<file path="config.mk">
export PLATFORM = sky130hd
export DESIGN_NAME = pipeline_hazard_ctrl
export DESIGN_NICKNAME = d
export VERILOG_FILES = /design/src/rtl/pipeline_hazard_ctrl.sv
export SDC_FILE = /design/constraint.sdc
export NUM_CORES = 1
export LEC_CHECK = 0
export CORE_MARGIN = 2
export CORE_UTILIZATION = 54
export CTS_CLUSTER_DIAMETER = 100
export DETAILED_ROUTE_END_ITERATION = 8
export DONT_BUFFER_PORTS = 1
export GPL_TIMING_DRIVEN = 0
export PLACE_DENSITY = 0.77
export SLEW_MARGIN = 20
export SYNTH_ARGS = -nofsm -noshare
export SYNTH_HDL_FRONTEND = slang
export SYNTH_SLANG_ARGS = --single-unit
</file>
<file path="constraint.sdc">
create_clock -name clk_i -period 2.5 [get_ports clk_i]
set_input_delay 0.5 -clock clk_i [delete_from_list [all_inputs] [get_ports clk_i]]
set_output_delay 0.5 -clock clk_i [all_outputs]
set_load 0.05 [all_outputs]
</file>
<file path="src/rtl/pipeline_hazard_ctrl.sv">
// Stall/flush controller for the 5-stage LC-3b pipeline: fixed-priority hazard resolution,
// per-latch bubble flags that drive NOP injection, and saturating stall/flush counters.
module pipeline_hazard_ctrl #(
    parameter int unsigned CNT_WIDTH = 16
) (
    input  logic                 clk_i,
    input  logic                 reset_i,
    input  logic                 imem_stall_i,
    input  logic                 dmem_stall_i,
    input  logic                 br_taken_mem_i,
    input  logic                 ex_is_load_i,
    input  logic [2:0]           ex_dest_i,
    input  logic [2:0]           id_sr1_i,
    input  logic                 id_sr1_valid_i,
    input  logic [2:0]           id_sr2_i,
    input  logic                 id_sr2_valid_i,
    output logic                 load_pc_o,
    output logic                 pc_sel_branch_o,
    output logic                 load_if_id_o,
    output logic                 load_id_ex_o,
    output logic                 load_ex_mem_o,
    output logic                 load_mem_wb_o,
    output logic                 nop_if_id_o,
    output logic                 nop_id_ex_o,
    output logic                 nop_ex_mem_o,
    output logic [2:0]           state_o,
    output logic [CNT_WIDTH-1:0] stall_count_o,
    output logic [CNT_WIDTH-1:0] flush_count_o
);

    typedef enum logic [2:0] {
        StRun    = 3'd0,
        StDstall = 3'd1,
        StFlush  = 3'd2,
        StHazard = 3'd3,
        StIstall = 3'd4
    } decision_e;

    localparam logic [CNT_WIDTH-1:0] CntOne = {{(CNT_WIDTH-1){1'b0}}, 1'b1};

    decision_e            decision;
    decision_e            state_q;
    logic                 load_use;
    logic                 b_if_id_q,  b_if_id_d;
    logic                 b_id_ex_q,  b_id_ex_d;
    logic                 b_ex_mem_q, b_ex_mem_d;
    logic [CNT_WIDTH-1:0] stall_count_q, stall_count_d;
    logic [CNT_WIDTH-1:0] flush_count_q, flush_count_d;

    assign load_use = ex_is_load_i &
                      ((id_sr1_valid_i & (id_sr1_i == ex_dest_i)) |
                       (id_sr2_valid_i & (id_sr2_i == ex_dest_i)));

    always_comb begin
        decision        = StRun;
        load_pc_o       = 1'b1;
        pc_sel_branch_o = 1'b0;
        load_if_id_o    = 1'b1;
        load_id_ex_o    = 1'b1;
        load_ex_mem_o   = 1'b1;
        load_mem_wb_o   = 1'b1;
        b_if_id_d       = 1'b0;
        b_id_ex_d       = 1'b0;
        b_ex_mem_d      = 1'b0;

        if (dmem_stall_i) begin
            // Whole pipe frozen; branch/load-use are re-evaluated once it moves again.
            decision      = StDstall;
            load_pc_o     = 1'b0;
            load_if_id_o  = 1'b0;
            load_id_ex_o  = 1'b0;
            load_ex_mem_o = 1'b0;
            load_mem_wb_o = 1'b0;
            b_if_id_d     = b_if_id_q;
            b_id_ex_d     = b_id_ex_q;
            b_ex_mem_d    = b_ex_mem_q;
        end else if (br_taken_mem_i) begin
            decision        = StFlush;
            pc_sel_branch_o = 1'b1;
            b_if_id_d       = 1'b1;
            b_id_ex_d       = 1'b1;
            b_ex_mem_d      = 1'b1;
        end else if (load_use) begin
            decision     = StHazard;
            load_pc_o    = 1'b0;
            load_if_id_o = 1'b0;
            b_if_id_d    = b_if_id_q;
            b_id_ex_d    = 1'b1;
        end else if (imem_stall_i) begin
            decision  = StIstall;
            load_pc_o = 1'b0;
            b_if_id_d = 1'b1;
        end
    end

    always_comb begin
        stall_count_d = stall_count_q;
        flush_count_d = flush_count_q;
        if (!load_pc_o && (stall_count_q != {CNT_WIDTH{1'b1}})) begin
            stall_count_d = stall_count_q + CntOne;
        end
        if ((decision == StFlush) && (flush_count_q != {CNT_WIDTH{1'b1}})) begin
            flush_count_d = flush_count_q + CntOne;
        end
    end

    // Flags reset to 1 so the pipeline reads as empty until the first RUN edge.
    always_ff @(posedge clk_i or posedge reset_i) begin
        if (reset_i) begin
            b_if_id_q     <= 1'b1;
            b_id_ex_q     <= 1'b1;
            b_ex_mem_q    <= 1'b1;
            state_q       <= StRun;
            stall_count_q <= '0;
            flush_count_q <= '0;
        end else begin
            b_if_id_q     <= b_if_id_d;
            b_id_ex_q     <= b_id_ex_d;
            b_ex_mem_q    <= b_ex_mem_d;
            state_q       <= decision;
            stall_count_q <= stall_count_d;
            flush_count_q <= flush_count_d;
        end
    end

    assign nop_if_id_o   = b_if_id_q;
    assign nop_id_ex_o   = b_id_ex_q;
    assign nop_ex_mem_o  = b_ex_mem_q;
    assign state_o       = state_q;
    assign stall_count_o = stall_count_q;
    assign flush_count_o = flush_count_q;

endmodule

</file>
After elaboration in Yosys (flattened, before gate mapping)
Index checks and enable logic that the tools add are counted.
- register bits after elaboration: 38
- logic and storage cells: 42
- add/sub/neg operators: 2
- equal/unequal tests: 6
- mux-type cells: 19
- bitwise gates (word level): 5
- reduce and logical (&&, ||, !) cells: 4
- operators with widths (cell ; count):
    $add A16 B1 Y16 const B ; 2
    $ne A16 B16 Y1 const B ; 2
    $mux W1 ; 15
    $mux W3 ; 4
    $eq A3 B3 Y1 ; 2
    $and A1 B1 Y1 ; 3
    $eq A3 B2 Y1 const B ; 1
    $logic_and A1 B1 Y1 ; 2
    $ne A2 B2 Y1 const B ; 1
    $reduce_and A2 Y1 ; 1
    $logic_not A1 Y1 ; 1
    $not A1 Y1 ; 1
    $or A1 B1 Y1 ; 1

Longest topological paths before layout
Gate-level depths: netlist (run 1).
- depth after elaboration: 9
- mapped depth: 8
- mapped depth without buffers: 7

Worst setup path after synthesis (run 1)
No wires, ideal clock.
- kind: input -> register
- from: in dmem_stall_i
- to: reg flush_count_q[10] (netlist: flush_count_o[10])
- library setup time: 141 ps
- data arrival time: 2169 ps
- data required time: 2359 ps
- setup slack: 190 ps
- stages: 7
- path buffers: 2
- path through: clkbuf_1 nor2_1 o21a_1 buf_6 and2_4 nand4_1 xnor2_1
- longest elaborated chain between the ends: 3
- RTL lines (element ; line ; source):
    from (decl) ; 9 ; input logic dmem_stall_i,
    $mux W3 ; 66 ; if (dmem_stall_i) begin
    $eq A3 B2 Y1 ; 102 ; if ((decision == StFlush) && (flush_count_q != {CNT_WIDTH{1'b1}})) begin
    $logic_and A1 B1 Y1 ; 102 ;
    to (signal assigned) ; 122 ; flush_count_q <= flush_count_d;
    to (decl) ; 48 ; logic [CNT_WIDTH-1:0] flush_count_q, flush_count_d;
Every way passes these cells.
A chain may end at the register's enable or synchronous reset.

Final worst setup path (run 1)
- from: reg flush_count_q[4] (netlist: flush_count_o[4])
- to: reg flush_count_q[14] (netlist: flush_count_o[14])
- longest elaborated chain between the ends: 2
- elaborated cells on any way between the ends: 3
- RTL lines (element):
    branches (longest 2 deep; another with $add A16 B1 Y16)
Several ways; the timed one is not identified.

==> summary.txt, run 1 <==
Yosys
  – Mapped Area: 1840 µm²
  – Ys flop type: dfrtp_1
  – Net Count, Synth: 186
  – Post-synthesis simple-gate area fraction: 0.207
  – Syn Inst Count: 167
  – Largest family of logic cells by synthesized area: simple AND/OR/NAND/NOR gates
  – Seq cells post-synth: 38
  – Proportion of synthesized area in mux cells: 0.0123
  – Synth Area per Inst: 11.0 µm²
  – Adder-cell share of the synthesized area: 0.0136
  – Compound-cell area share of the yosys netlist: 0.0504
  – Post-synth cell types: 36
  – Synth Area in XOR/XNOR: 0.167
  – Synthesis Warnings: 0
  – Asr flop ratio synth: 1.00
  – Sequential-to-total area share from yosys stat: 0.519
  – Number of synthesized flops with an enable pin: 0

Worst setup path
  – R2r setup slk: 0.19 ns
  – Worst Path Arrival: 2.53 ns
  – FF-to-FF End: flush_count_o[14]
  – Worst path slowest cell: dfrtp_1
  – Crit path required time: 2.71 ns
  – Max stage delay on crit path: 0.73 ns
  – Reg2Reg Depth: 6
  – Reg2reg start: flush_count_o[4]
  – Worst setup SP type: flop
  – CP cell instances: and4_1, nand4_1, nor4b_1, nand4_1, nor3_1, a21oi_1
  – Worst path most repeated cell: nand4_1
  – Critical path fanouts, max: 6
  – CP Class: reg2reg
  – Crit path launch: flush_count_o[4]
  – Worst Setup End Kind: flop

Cells and area
  – Diode count: 0
  – Commonest non-fill, non-tap cell in the layout: dfrtp_1
  – Layout cell share with drive strength beyond 1: 0.126
  – Final Non-Filler Cells: 221
  – Layout Area Growth over Synthesis: 6.40%
  – Filler cells: 316
  – Layout Nets: 193
  – Most frequent cells in the layout: dfrtp_1, xnor2_1, xor2_1, nand3_1, nand2_1

Clock network
  – Clk sinks: 38
  – Clk slew on worst S/H paths: 0.11 ns
  – Resized cells post-CTS: 0
  – Maximum root-to-sink buffer count: 2
  – CTS tree: built
  – Clock buffer count from CTS: 5
  – Skew-Pair Late Insertion Delay: 0.33 ns
  – H-tree levels: 2
  – Post-CTS setup buffer count: 0
  – Root Buffer: clkbuf_4
  – Hold_buf cts: 0

Power
  – PwrDens: 958 nW/µm²
  – Tot Pwr: 1.87 mW
  – Max VDD drop: 0.000768 V
  – Leakage power: 0.880 nW

STA
  – Post-route minimum period: 2.31 ns
  – Max-slew headroom: 0.280
  – RSZ-0062 raised after global routing: no
  – Worst Skew: 0.0101 ns
  – Fin. Hold Viols: 0
  – Fmax achieved: 432 MHz
  – # setup viols final: 0
  – Slack of the critical path: 0.186 ns
  – Setup TNS: 0 ns
  – Final period utilization: 0.926
  – Hold slack final: 0.174 ns
  – Max Transition Viols Final: 0
  – Pin slew with the least headroom to its limit: 1.08 ns

Routing
  – Mean number of vias per cell: 5.59
  – Initial DRC Count: 74
  – Routed wire length per instance: 15.4 µm
  – Remaining DRCs: 0
  – Vias post-DR: 1,236
  – Drt first pass iters: 6
  – Final WL: 3410 µm
  – Final ANT Viol Nets: 0

Floorplanning
  – Core Footprint: 3310 µm²
  – FP Rows: 21
  – Die X: 62.3 µm
  – I/O Pins: 61
  – Die height: 62.3 µm
  – Initial core utilization: 0.555
  – Die area: 3890 µm²

Place
  – DP Worst Slack: -0.0307 ns
  – Port Buffers: 0
  – GP Congestion: 0.769
  – Placed cell count: 213
  – DP HPWL: 2600 µm

Min path
  – Hold Crit Class: in2async

Global route
  – Initial antenna violation count: 0
  – Number of global-route vias before repair: 1,230
  – First-pass GRT wire length: 5840 µm
  – Largest net degree at the start of global routing: 39
  – GRT Residual Overflow: 0
  – Overall routing resource usage: 0.192

Run status
  – Outcome: finished clean

Job
  – MaxCap Viol Count: 0
[flip-flops by register name (all words and copies together) (netlist names)]
| signal | flops |
|---|---|
| nop_if_id_o | 1 |
| nop_ex_mem_o | 1 |
| state_o | 3 |
| nop_id_ex_o | 1 |
| stall_count_o | 16 |
| flush_count_o | 16 |
[cell families after synthesis]
logic type	after synthesis
xor+xnor	35
mux	2
simple gates	68
compound gates	11
flops	38
buf+inv	11
fa+ha+maj	2
[power breakdown]
part           switching [mW]  total, mW  internal, mW
clock                   0.188      0.324         0.136
sequential              0.558       1.28         0.722
combinational           0.146      0.269         0.124
[layer usage]
metal	wire length, µm	track usage	vias to the layer above
li1	-	-	586
met1	1300	0.207	614
met2	1820	0.344	31
met3	242	0.0797	5
met4	46	0.0583	0
met5	0	0	-
[cell type report]
class,count,area [µm²],share of cell area
multi-input cells,118,827,0.423
well taps,46,57.6,0.0294
plain buffers,4,30.0,0.0154
flip-flops and latches,38,955,0.488
clock inverters,1,5.00,0.00256
inverters,7,26.3,0.0134
clock buffers,7,55.1,0.0282
[Yosys cell counts, types with 2 or more instances]
cell type   n  area [µm²]
dfrtp_1    35         876
xnor2_1    19         166
xor2_1     16         140
nand2_1    12        45.0
nand3_1    12        60.1
nor2_1     10        37.5
nand4_1     9        56.3
inv_1       7        26.3
nor3_1      7        35.0
and3_1      4        25.0
and4_1      4        35.0
dfstp_2     3        78.8
a21o_1      2        15.0
a21oi_1     2        10.0
buf_4       2        15.0
ha_1        2        25.0
nor3b_1     2        15.0
[worst max-delay path by stage]
stage,endpoint,cells past startpoint
3_3_place_gp,flush_count_o[13],6
5_1_grt,flush_count_o[14],6
3_5_place_dp,flush_count_o[13],6
4_1_cts,flush_count_o[14],6
2_1_floorplan,flush_count_o[10],7
6_report,flush_count_o[14],6
[critical path: cells and delay by family, from the launching register on]
family / cells / cell delay [ns]
simple gates: 5 / 1.40
compound gates: 1 / 0.07
flops: 1 / 0.73
[per-stage QoR]
| step | utilization | cell area (µm²) |
|---|---|---|
| global route | 0.591 | 1960 |
| global placement | 0.573 | 1900 |
| CTS | 0.591 | 1960 |
| detailed placement | 0.573 | 1900 |
| finish | 0.591 | 1960 |
| floorplan | - | 1840 |
Power figures use the tool's default switching activity.
==> inputs of run 2 (changes only) <==
PLACE_DENSITY = 0.81   (was 0.77)
==> summary.txt, run 2 (synthesis results as in run 1) <==
Worst setup path
  – Worst Setup End Kind: flop
  – Crit path launch: flush_count_o[4]
  – Worst path most repeated cell: nand4_1
  – Reg2Reg Depth: 6 (unchanged)
  – CP cell instances: and4_1, nand4_1, nor4b_1, nand4_1, nor3_1, a21oi_1
  – Worst path slowest cell: dfrtp_1
  – Reg2reg start: flush_count_o[4]
  – Worst setup path end: flush_count_o[14]
  – Crit path required time: 2.73 ns (+0.02 ns)
  – R2r setup slk: 0.23 ns (+0.05 ns)
  – Max stage delay on crit path: 0.74 ns (about the same)
  – Worst Path Arrival: 2.49 ns (-0.04 ns)
  – Worst setup SP type: flop
  – Critical path fanouts, max: 6 (unchanged)
  – CP Class: reg2reg
  – FF-to-FF End: flush_count_o[14]

Cells and area
  – Layout Area Growth over Synthesis: 9.19%
  – Most frequent cells in the layout: dfrtp_1, xnor2_1, xor2_1, nand3_1, nand2_1
  – Diode count: 0 (unchanged)
  – Commonest non-fill, non-tap cell in the layout: dfrtp_1
  – Seq. cell area: 955 µm² (unchanged)
  – Layout Nets: 193 (unchanged)
  – Final core occ: 0.606 (+0.0155)
  – Area occupied by multi-input gates: 827 µm² (unchanged)
  – Layout Cell Area excl Fill: 2010 µm² (+2.6%)
  – Filler cells: 299 (-5.4%)
  – Layout cell share with drive strength beyond 1: 0.131 (+0.00571)

Routing
  – Initial DRC Count: 38 (-49%)
  – Final WL: 3410 µm (+0.18%)
  – Vias post-DR: 1,241 (+0.40%)
  – Drt first pass iters: 4 (-2)
  – Final ANT Viol Nets: 0 (unchanged)
  – Mean number of vias per cell: 5.62 (+0.40%)
  – Remaining DRCs: 0 (unchanged)
  – Routed wire length per instance: 15.4 µm (+0.18%)

Floorplanning
  – I/O Pins: 61 (unchanged)
  – Initial core utilization: 0.555 (unchanged)
  – Die area: 3890 µm² (unchanged)
  – FP Rows: 21 (unchanged)
  – Die height: 62.3 µm (unchanged)
  – Core Footprint: 3310 µm² (unchanged)
  – Die X: 62.3 µm (unchanged)

Clock network
  – Post-CTS setup buffer count: 0 (unchanged)
  – CTS tree: built
  – Root Buffer: clkbuf_4
  – Clk sinks: 38 (unchanged)
  – Skew-Pair Late Insertion Delay: 0.34 ns (about the same)
  – Hold_buf cts: 0 (unchanged)
  – H-tree levels: 2 (unchanged)
  – Clock buffer count from CTS: 5 (unchanged)
  – Maximum root-to-sink buffer count: 2 (unchanged)
  – Clk slew on worst S/H paths: 0.11 ns (about the same)
  – Resized cells post-CTS: 0 (unchanged)

Power
  – Max VDD drop: 0.000618 V (-20%)
  – Tot Pwr: 2.09 mW (+11%)
  – PwrDens: 1040 nW/µm² (+8.5%)
  – Leakage power: 0.904 nW (+2.6%)

STA
  – RSZ-0062 raised after global routing: no
  – Pin slew with the least headroom to its limit: 1.10 ns (+0.0208 ns)
  – Max-slew headroom: 0.266 (-0.0139)
  – Setup TNS: 0 ns (unchanged)
  – Post-route minimum period: 2.27 ns (-0.0466 ns)
  – Max Transition Viols Final: 0 (unchanged)
  – Slack of the critical path: 0.233 ns (+0.0466 ns)
  – Fin. Hold Viols: 0 (unchanged)
  – # setup viols final: 0 (unchanged)
  – Final period utilization: 0.907 (-0.0186)
  – Worst Skew: 0.0142 ns (+0.00404 ns)
  – Fmax achieved: 441 MHz (+2.1%)

Global route
  – Overall routing resource usage: 0.197 (+0.00479)
  – Largest net degree at the start of global routing: 39 (unchanged)
  – Number of global-route vias before repair: 1,295 (+5.3%)
  – Initial antenna violation count: 0 (unchanged)
  – First-pass GRT wire length: 6050 µm (+3.5%)
  – GRT Residual Overflow: 0 (unchanged)

Place
  – Cell Area, Placed: 1900 µm² (unchanged)
  – DP HPWL: 2600 µm (-0.29%)
  – DP Worst Slack: -0.0633 ns (-0.0326 ns)
  – GP Congestion: 0.775 (+0.81%)
  – Port Buffers: 0 (unchanged)

Job
  – MaxCap Viol Count: 0 (unchanged)

Min path
  – Hold Crit Class: in2async

Run status
  – Outcome: finished clean
-- run 2: cell types whose count changed in the layout (fill, tap and decap cells not counted) --
cell,previous run,this run
clkbuf_1,2,1
bufinv_16,0,2
clkinv_2,1,0
-- run 2: where the power goes --
group | leakage [nW] | switching, mW | total [mW] | internal, mW
registers | 0.474 | 0.558 | 1.28 | 0.722
clock network | 0.0585 | 0.200 | 0.538 | 0.339
logic | 0.371 | 0.145 | 0.268 | 0.123
-- run 2: worst min path at each step --
| stage | from | to | slack, ns | cells after the start |
|---|---|---|---|---|
| after floorplan | nop_id_ex_o | nop_id_ex_o | 0.59 | 2 |
| after global placement | nop_id_ex_o | nop_id_ex_o | 0.61 | 2 |
| after detailed placement | reset_i | state_o[2] | 0.56 | 1 |
| after CTS | reset_i | stall_count_o[9] | 0.17 | 1 |
| after global routing | reset_i | stall_count_o[9] | 0.20 | 1 |
| final | reset_i | state_o[2] | 0.16 | 1 |
-- run 2: layer usage --
layer / global-route usage / vias up / wire (µm)
met5: 0 / - / 0
met4: 0.0778 / 0 / 47
met3: 0.0960 / 6 / 233
met2: 0.351 / 36 / 1850
met1: 0.197 / 614 / 1290
li1: - / 585 / -
-- run 2: critical path, delay by kind of cell (launching register included) --
kind	cells	cell delay [ns]
compound gates	1	0.06
flops	1	0.74
simple gates	5	1.33
-- run 2: final cells by class --
| cell class | count | area share |
|---|---|---|
| buffer | 4 | 0.0150 |
| clock buffer | 6 | 0.0256 |
| clock inverter | 2 | 0.0299 |
| inverter | 7 | 0.0131 |
| multi-input combinational | 118 | 0.412 |
| sequential | 38 | 0.476 |
| tap | 46 | 0.0287 |
-- run 2: through the flow --
step | cells | hold WS [ns]
floorplan | 167 | 0.594
detailed placement | 213 | 0.563
finish | 221 | 0.158
CTS | 221 | 0.173
global route | 221 | 0.196
global placement | 213 | 0.608
